### config.mk
export PLATFORM = sky130hd
export DESIGN_NAME = bp_nonsynth_heartbeat_arbiter
export DESIGN_NICKNAME = d
export VERILOG_FILES = /design/src/rtl/bp_nonsynth_heartbeat_arbiter.sv
export SDC_FILE = /design/constraint.sdc
export NUM_CORES = 1
export LEC_CHECK = 0
export CORE_MARGIN = 2
export CORE_UTILIZATION = 35
export DETAILED_ROUTE_END_ITERATION = 7
export REMOVE_ABC_BUFFERS = 1
export SLEW_MARGIN = 10
export SYNTH_ARGS = -nofsm -noshare
export SYNTH_HDL_FRONTEND = slang
export SYNTH_SLANG_ARGS = --single-unit
### constraint.sdc
create_clock -name clk_i -period 2.9 [get_ports clk_i]
set_clock_uncertainty 0.05 [all_clocks]
set_input_delay 0.58 -clock clk_i [delete_from_list [all_inputs] [get_ports clk_i]]
set_output_delay 0.58 -clock clk_i [all_outputs]
set_load 0.01 [all_outputs]
### src/rtl/bp_nonsynth_heartbeat_arbiter.sv
// bp_nonsynth_heartbeat_arbiter: per-core heartbeat/timeout monitors feeding a round-robin event arbiter
module bp_nonsynth_heartbeat_arbiter #(
  parameter int num_core_p = 2,
  parameter int heartbeat_instr_p = 1024,
  parameter int timeout_cycles_p = 4096,
  parameter int instr_cnt_width_p = 32,
  localparam int core_w = num_core_p > 1 ? $clog2(num_core_p) : 1
) (
  input  logic                         clk_i,
  input  logic                         reset_n_i,
  input  logic [num_core_p-1:0]        freeze_i,
  input  logic [num_core_p-1:0]        instret_i,
  output logic                         event_v_o,
  input  logic                         event_ready_i,
  output logic [core_w-1:0]            event_core_o,
  output logic                         event_timeout_o,
  output logic [instr_cnt_width_p-1:0] event_instr_cnt_o,
  output logic                         halt_o,
  output logic                         overflow_o
);
  localparam int phase_w = $clog2(heartbeat_instr_p);
  localparam int stall_w = $clog2(timeout_cycles_p);
  localparam logic [phase_w-1:0] phase_max = phase_w'(heartbeat_instr_p - 1);
  localparam logic [stall_w-1:0] stall_max = stall_w'(timeout_cycles_p - 1);
  localparam logic [stall_w-1:0] stall_arm = stall_w'(timeout_cycles_p - 2);
  localparam logic [core_w:0] n_c = (core_w + 1)'(num_core_p);

  typedef enum logic [1:0] {IDLE, SEND, HALT} state_t;
  state_t state;

  logic [instr_cnt_width_p-1:0] instr_cnt [num_core_p];
  logic [phase_w-1:0] phase [num_core_p];
  logic [stall_w-1:0] stall [num_core_p];
  logic [num_core_p-1:0] hb_pending, to_pending, hb_set, to_set, grant_oh, sel, hi_mask;
  logic [core_w-1:0] rr_ptr, hi, lo, gnt;
  logic [core_w:0] nxt;
  logic accept;

  // timeouts outrank heartbeats; within a class search rr_ptr upward, then wrap
  always_comb begin
    accept = state == SEND && event_ready_i;
    hb_set = '0;
    to_set = '0;
    grant_oh = '0;
    hi_mask = '0;
    sel = |to_pending ? to_pending : hb_pending;
    hi = '0;
    lo = '0;
    for (int c = num_core_p - 1; c >= 0; c--) begin
      hb_set[c] = !freeze_i[c] && instret_i[c] && phase[c] == phase_max;
      to_set[c] = !freeze_i[c] && !instret_i[c] && stall[c] == stall_arm;
      grant_oh[c] = accept && event_core_o == core_w'(c);
      hi_mask[c] = core_w'(c) >= rr_ptr;
      if (sel[c]) lo = core_w'(c);
      if (sel[c] && hi_mask[c]) hi = core_w'(c);
    end
    gnt = |(sel & hi_mask) ? hi : lo;
    nxt = {1'b0, event_core_o} + 1'b1;
  end

  // a fresh set beats the acceptance clear, so only un-renewed flags drop
  always_ff @(posedge clk_i or negedge reset_n_i) begin
    if (!reset_n_i) begin
      for (int c = 0; c < num_core_p; c++) begin
        instr_cnt[c] <= '0;
        phase[c] <= '0;
        stall[c] <= '0;
      end
      hb_pending <= '0;
      to_pending <= '0;
      overflow_o <= 1'b0;
    end else begin
      for (int c = 0; c < num_core_p; c++) begin
        instr_cnt[c] <= freeze_i[c] ? '0 : instret_i[c] && instr_cnt[c] != '1 ? instr_cnt[c] + 1'b1 : instr_cnt[c];
        phase[c] <= freeze_i[c] ? '0 : !instret_i[c] ? phase[c] : phase[c] == phase_max ? '0 : phase[c] + 1'b1;
        stall[c] <= freeze_i[c] || instret_i[c] ? '0 : stall[c] == stall_max ? stall[c] : stall[c] + 1'b1;
      end
      hb_pending <= ~freeze_i & (hb_set | (hb_pending & ~(grant_oh & {num_core_p{~event_timeout_o}})));
      to_pending <= ~freeze_i & (to_set | (to_pending & ~(grant_oh & {num_core_p{event_timeout_o}})));
      overflow_o <= overflow_o | |(hb_set & hb_pending);
    end
  end

  always_ff @(posedge clk_i or negedge reset_n_i) begin
    if (!reset_n_i) begin
      state <= IDLE;
      rr_ptr <= '0;
      event_v_o <= 1'b0;
      event_core_o <= '0;
      event_timeout_o <= 1'b0;
      event_instr_cnt_o <= '0;
      halt_o <= 1'b0;
    end else begin
      case (state)
        IDLE: if (|sel) begin
          event_v_o <= 1'b1;
          event_core_o <= gnt;
          event_timeout_o <= |to_pending;
          event_instr_cnt_o <= instr_cnt[gnt];
          state <= SEND;
        end
        SEND: if (event_ready_i) begin
          event_v_o <= 1'b0;
          rr_ptr <= nxt == n_c ? '0 : nxt[core_w-1:0];
          halt_o <= event_timeout_o;
          state <= event_timeout_o ? HALT : IDLE;
        end
        default: state <= HALT;
      endcase
    end
  end
endmodule
==> flow_summary.json, run 1 <==
{
  "hpwl_um": 13400,
  "grt_pass1_wl_um": 32700,
  "irDropWorstVdd_uv": 443,
  "num_io_pins": 44,
  "place_inst": 1156,
  "yosys.area_share.adder_pct": 1.26,
  "synthTopCellsByArea": "dfrtp_1, nor2_1, a21oi_1",
  "worstSetupPathType": "flop to flop",
  "via_count": 6459,
  "hold_violations": 0,
  "htreeDepth": 4,
  "synth_commonest_cells": "dfrtp_1, nor2_1, a21oi_1, nand2_1, o21ai_0",
  "synth_top_area_cell": "dfrtp_1",
  "synth-edff-count": 0,
  "rows": 55,
  "grt_pass1_vias": 6326,
  "drive_gt1_share_pct": 9.75,
  "synth-async-reset-ratio_pct": 100,
  "avgRoutedWirePerCell_um": 16.1,
  "antenna_left": 0,
  "cts_resized": 0,
  "viasPerCell": 5.44,
  "synth-xor-area-share_pct": 4.20,
  "die_w_um": 155,
  "core_mm2": 0.0224,
  "synthToLayoutAreaGrowth_pct": 17.6,
  "end_kind": "flop",
  "p_per_area_mw_per_mm2": 514,
  "die_h_um": 155,
  "synth-compound-area-share_pct": 13.7,
  "cp.arrival_ns": 2.80,
  "clk_path_buf_depth": 2,
  "cts_buffers": 17,
  "cts_sinks": 152,
  "hold_buffers": 0,
  "status": "finished, final reports clean",
  "crit_fanout": 23,
  "yosys_warnings": 0,
  "antenna_cells": 0,
  "finalNetCount": 905,
  "clock_latency_ns": 0.43,
  "p_leak_nw": 3.65,
  "max_slew_margin_pct": 36.4,
  "period_needed_ns": 2.50,
  "post-route-period-util_pct": 86.1,
  "yosysUniqueCellTypes": 62,
  "yosysTopAreaCellShare_pct": 48.0,
  "slew_viol_final": 0,
  "clock.fmax_mhz": 401,
  "cts_tree": "built",
  "ys_ff_latch": 152,
  "syn_inst": 839,
  "io_buffers": 43,
  "yosys.area_share.simple_pct": 24.6,
  "first_pass_iters": 5,
  "drt-total-wl_um": 19100,
  "avgSynthCellArea_um2": 9.45,
  "instances_no_fill": 1188,
  "post-synth-top-count-cell": "dfrtp_1",
  "tns_ns": 0,
  "syn_area_mm2": 0.00793,
  "dieArea_mm2": 0.0239,
  "fin_ws_ns": 0.404,
  "total_power_mw": 4.79,
  "path_clk_slew_ns": 0.06,
  "place.gp.congestion": 0.809,
  "post-route-drc-count": 0,
  "initial_core_util_pct": 35.4,
  "ys.flop_type": "dfrtp_1",
  "antenna_found_initial": 0,
  "start_kind": "flop",
  "synth_top_family_by_area": "simple AND/OR/NAND/NOR gates",
  "post_cts_buffers": 0,
  "hp-class": "input port to asynchronous set/reset pin",
  "drv_cap": 0,
  "synth-seq-area-share_pct": 48.0,
  "tightestPinTransition_ns": 0.938,
  "rsz0062_at_grt": "false",
  "setup_violations": 0,
  "overflow": 0,
  "synth_mux_area_share_pct": 5.13,
  "grt_max_degree": 65,
  "worstPathRequired_ns": 3.20,
  "preCtsSetupSlack_ns": 0.190,
  "detail_route.iter0.violations": 437,
  "grt_use_total_pct": 16.9,
  "cts-root-buf": "clkbuf_16"
}
[kinds of logic (layout without fill, tap and decap cells)]
family	count (synthesis)	in the layout
compound gates	177	177
xor+xnor	38	38
simple gates	368	368
buf+inv	56	120
fa+ha+maj	8	8
mux	40	40
flops	152	152
[path summary, 6_finish.rpt]
check | startpoint | endpoint | slack (ns) | cells past startpoint
max | instr_cnt[32] | instr_cnt[44] | 0.40 | 7
min | reset_n_i | instr_cnt[62] | 0.07 | 1
max reg2reg | instr_cnt[32] | instr_cnt[44] | 0.40 | 7
min reg2reg | halt_o | halt_o | 0.44 | 2
max in group asynchronous | reset_n_i | stall[7] | 1.94 | 2
min in group clk_i | halt_o | halt_o | 0.44 | 2
[registers in the layout (all words and copies together) (netlist names), 2 cells and up]
register	cells
phase	20
state	2
stall	24
event_instr_cnt_o	32
to_pending	2
instr_cnt	64
hb_pending	2
[worst max-delay path, stage by stage (launching register included)]
cell	delay, ns
dfrtp_1	0.42
ha_1	0.25
and4_1	0.24
nand2b_1	0.35
o31ai_4	0.12
buf_4	0.22
or4_2	0.61
a21oi_1	0.15
[through the flow]
stage	util (%)	area (µm²)	hold slack, ns
finish	41.6	9330	0.0728
global placement	39.0	8750	0.422
detailed placement	39.0	8750	0.420
floorplan	-	7760	0.234
global route	41.6	9330	0.136
CTS	41.6	9330	0.118
[layer usage]
layer	share of wire [%]	up-vias	global-route usage [%]
met1	49	3146	24.0
li1	-	3183	-
met5	0	-	0
met4	0.81	0	4.89
met2	46	116	26.9
met3	4.0	14	2.69
[cell type report]
class,instances,area (µm²)
inverter,22,82.6
multi-input combinational,631,3890
timing repair buffer,66,617
clock inverter,13,121
clock buffer,19,453
sequential,152,3800
fill,2227,13100
tap,285,357
[cells in the final DEF, fill, tap and decap left out, drive strengths merged, types with 6 or more instances in the layout]
cell type,count
a211oi,11
a21oi,74
a31oi,6
and2,7
and3,18
and4,15
buf,24
clkbuf,19
clkdlybuf4s50,42
dfrtp,152
ha,8
inv,24
mux2i,35
nand2,63
nand3,35
nand4,33
nor2,106
nor2b,10
nor3,20
nor4,11
o21ai,40
o31ai,18
or3,20
or4,17
xnor2,27
xor2,11
[power by group]
group	switching [mW]	total (mW)	internal, mW
clock network	0.936	2.17	1.23
logic	0.192	0.366	0.173
registers	0.0608	2.26	2.20
total	1.19	4.79	3.60
Power figures use the tool's default switching activity.
==> inputs of run 2 (changes only) <==
- CAP_MARGIN: default -> 20
- CORE_UTILIZATION: 35 -> 40
- CTS_BUF_LIST: default -> sky130_fd_sc_hd__clkbuf_16
==> run 2 against run 1 <==
Against the previous run:
- clock power is 7% higher
- wire length up 0.78%
- sequential power is essentially flat
- non-clock buffer count is the same
- sequential cell count unchanged
- critical path type unchanged
- critical endpoint is now instr_cnt[34]
==> flow_summary.json, run 2 (synthesized netlist as in run 1, its figures left out) <==
{
  "detail_route.iter0.violations": 449,
  "setup.worst_path.start": "instr_cnt[59]",
  "layout_commonest_cell": "dfrtp_1",
  "largest_register_ff_count": 64,
  "status": "finished, final reports clean",
  "crit_slowest_cell": "or4_4",
  "hpwl_um": 13400,
  "num_io_pins": 44,
  "grt_use_total_pct": 19.5,
  "cts_tree": "built",
  "path_clk_slew_ns": 0.06,
  "cts_sinks": 152,
  "tightestPinTransition_ns": 0.916,
  "post_cts_buffers": 0,
  "crit_chain": "nand4_1, or4_4, o31ai_4, buf_4, nor2_2, mux2_1",
  "grt_pass1_vias": 5983,
  "tns_ns": 0,
  "timing.rr.end": "instr_cnt[34]",
  "fin_ws_ns": 0.501,
  "via_count": 6382,
  "grt_use_met1_pct": 26.6,
  "synthToLayoutAreaGrowth_pct": 17.9,
  "clock.fmax_mhz": 417,
  "antenna_cells": 0,
  "cts-root-buf": "clkbuf_16",
  "initial_core_util_pct": 40.8,
  "busiest_layer": "met2",
  "finalNetCount": 905,
  "slowest_delay_ns": 0.60,
  "preCtsSetupSlack_ns": 0.182,
  "die_h_um": 145,
  "max_slew_margin_pct": 37.9,
  "drive_gt1_share_pct": 9.31,
  "post-route-drc-count": 0,
  "largest-register": "instr_cnt",
  "avgRoutedWirePerCell_um": 16.5,
  "place_inst": 1136,
  "grt_pass1_wl_um": 31800,
  "grt_util_met2_pct": 31.3,
  "r2r_slack_ns": 0.50,
  "regArea_mm2": 0.00380,
  "multi_input_area_mm2": 0.00389,
  "irDropWorstVdd_uv": 431,
  "antenna_left": 0,
  "period_needed_ns": 2.40,
  "htreeDepth": 4,
  "cts_resized": 0,
  "slew_viol_final": 0,
  "cp.arrival_ns": 2.66,
  "drt-total-wl_um": 19300,
  "top_regs": "instr_cnt: 64 flops, event_instr_cnt_o: 32 flops, stall: 24 flops",
  "io_buffers": 43,
  "start_kind": "flop",
  "crit_fanout": 23,
  "post-route-period-util_pct": 82.7,
  "use_met3_pct": 3.85,
  "die_w_um": 145,
  "finalHoldWorstSlack_ns": 0.0506,
  "hp-class": "input port to asynchronous set/reset pin",
  "viasPerCell": 5.47,
  "rows": 51,
  "first_pass_iters": 5,
  "hold_buffers": 0,
  "dieArea_mm2": 0.0210,
  "fillers": 1829,
  "worstPathRequired_ns": 3.16,
  "drv_cap": 0,
  "clk_path_buf_depth": 2,
  "overflow": 0,
  "end_kind": "flop",
  "cts_buffers": 17,
  "instances_no_fill": 1167,
  "grt_max_degree": 55,
  "worstSetupPathType": "flop to flop",
  "cp-endpoint": "instr_cnt[34]",
  "mostFrequentLayoutCells": "dfrtp_1, nor2_1, a21oi_1",
  "p_per_area_mw_per_mm2": 529,
  "core_mm2": 0.0195,
  "setup_violations": 0,
  "rsz0062_at_grt": "false",
  "placed_cell_area_mm2": 0.00874,
  "p_leak_nw": 3.67,
  "hold_violations": 0,
  "design_area_mm2": 0.00935,
  "rr_startpoint": "instr_cnt[59]",
  "clock_latency_ns": 0.43,
  "reg2regPathDepth": 6,
  "place.gp.congestion": 0.818,
  "antenna_found_initial": 0
}
==> run 2: area by class of cell <==
cell class	count	area share [%]
inverter	22	0.883
clock buffer	17	4.55
sequential	152	40.7
clock inverter	14	1.95
timing repair buffer	66	6.73
multi-input combinational	631	41.6
tap	265	3.55
==> run 2: how the worst min path moves through the flow <==
| stage | depth (start not counted) | slack, ns | end | from |
|---|---|---|---|---|
| 6_report | 1 | 0.05 | instr_cnt[63] | reset_n_i |
| 5_1_grt | 1 | 0.09 | event_instr_cnt_o[30] | reset_n_i |
| 4_1_cts | 1 | 0.07 | event_instr_cnt_o[30] | reset_n_i |
| 3_5_place_dp | 2 | 0.42 | halt_o | halt_o |
| 3_3_place_gp | 1 | 0.42 | event_v_o | event_v_o |
| 2_1_floorplan | 0 | 0.23 | event_core_o | reset_n_i |
==> run 2: worst max-delay path, delay by kind of cell (launching register included) <==
| kind | cells | cell delay (ns) |
|---|---|---|
| and+or+nand+nor | 3 | 0.92 |
| DFF | 1 | 0.49 |
| muxes | 1 | 0.30 |
| buffers and inverters | 1 | 0.27 |
| AOI/OAI and AO/OA | 1 | 0.22 |
==> run 2: per-stage QoR <==
stage | total power [mW] | utilization, %
6_report | 4.94 | 48.0
5_1_grt | 5.14 | 48.0
4_1_cts | 5.01 | 48.0
3_5_place_dp | 2.67 | 44.9
3_3_place_gp | 2.66 | 44.9
2_1_floorplan | 2.42 | -
==> run 2: routing by layer <==
layer	part of all wire, %	vias to the layer above
li1	-	3184
met1	47	3065
met2	48	111
met3	4.0	22
met4	1.5	0
met5	0	-
==> run 2: where the power goes <==
| group | internal, mW | switching, mW |
|---|---|---|
| registers | 2.20 | 0.0578 |
| clock network | 1.42 | 0.898 |
| logic | 0.173 | 0.193 |
| total | 3.80 | 1.15 |
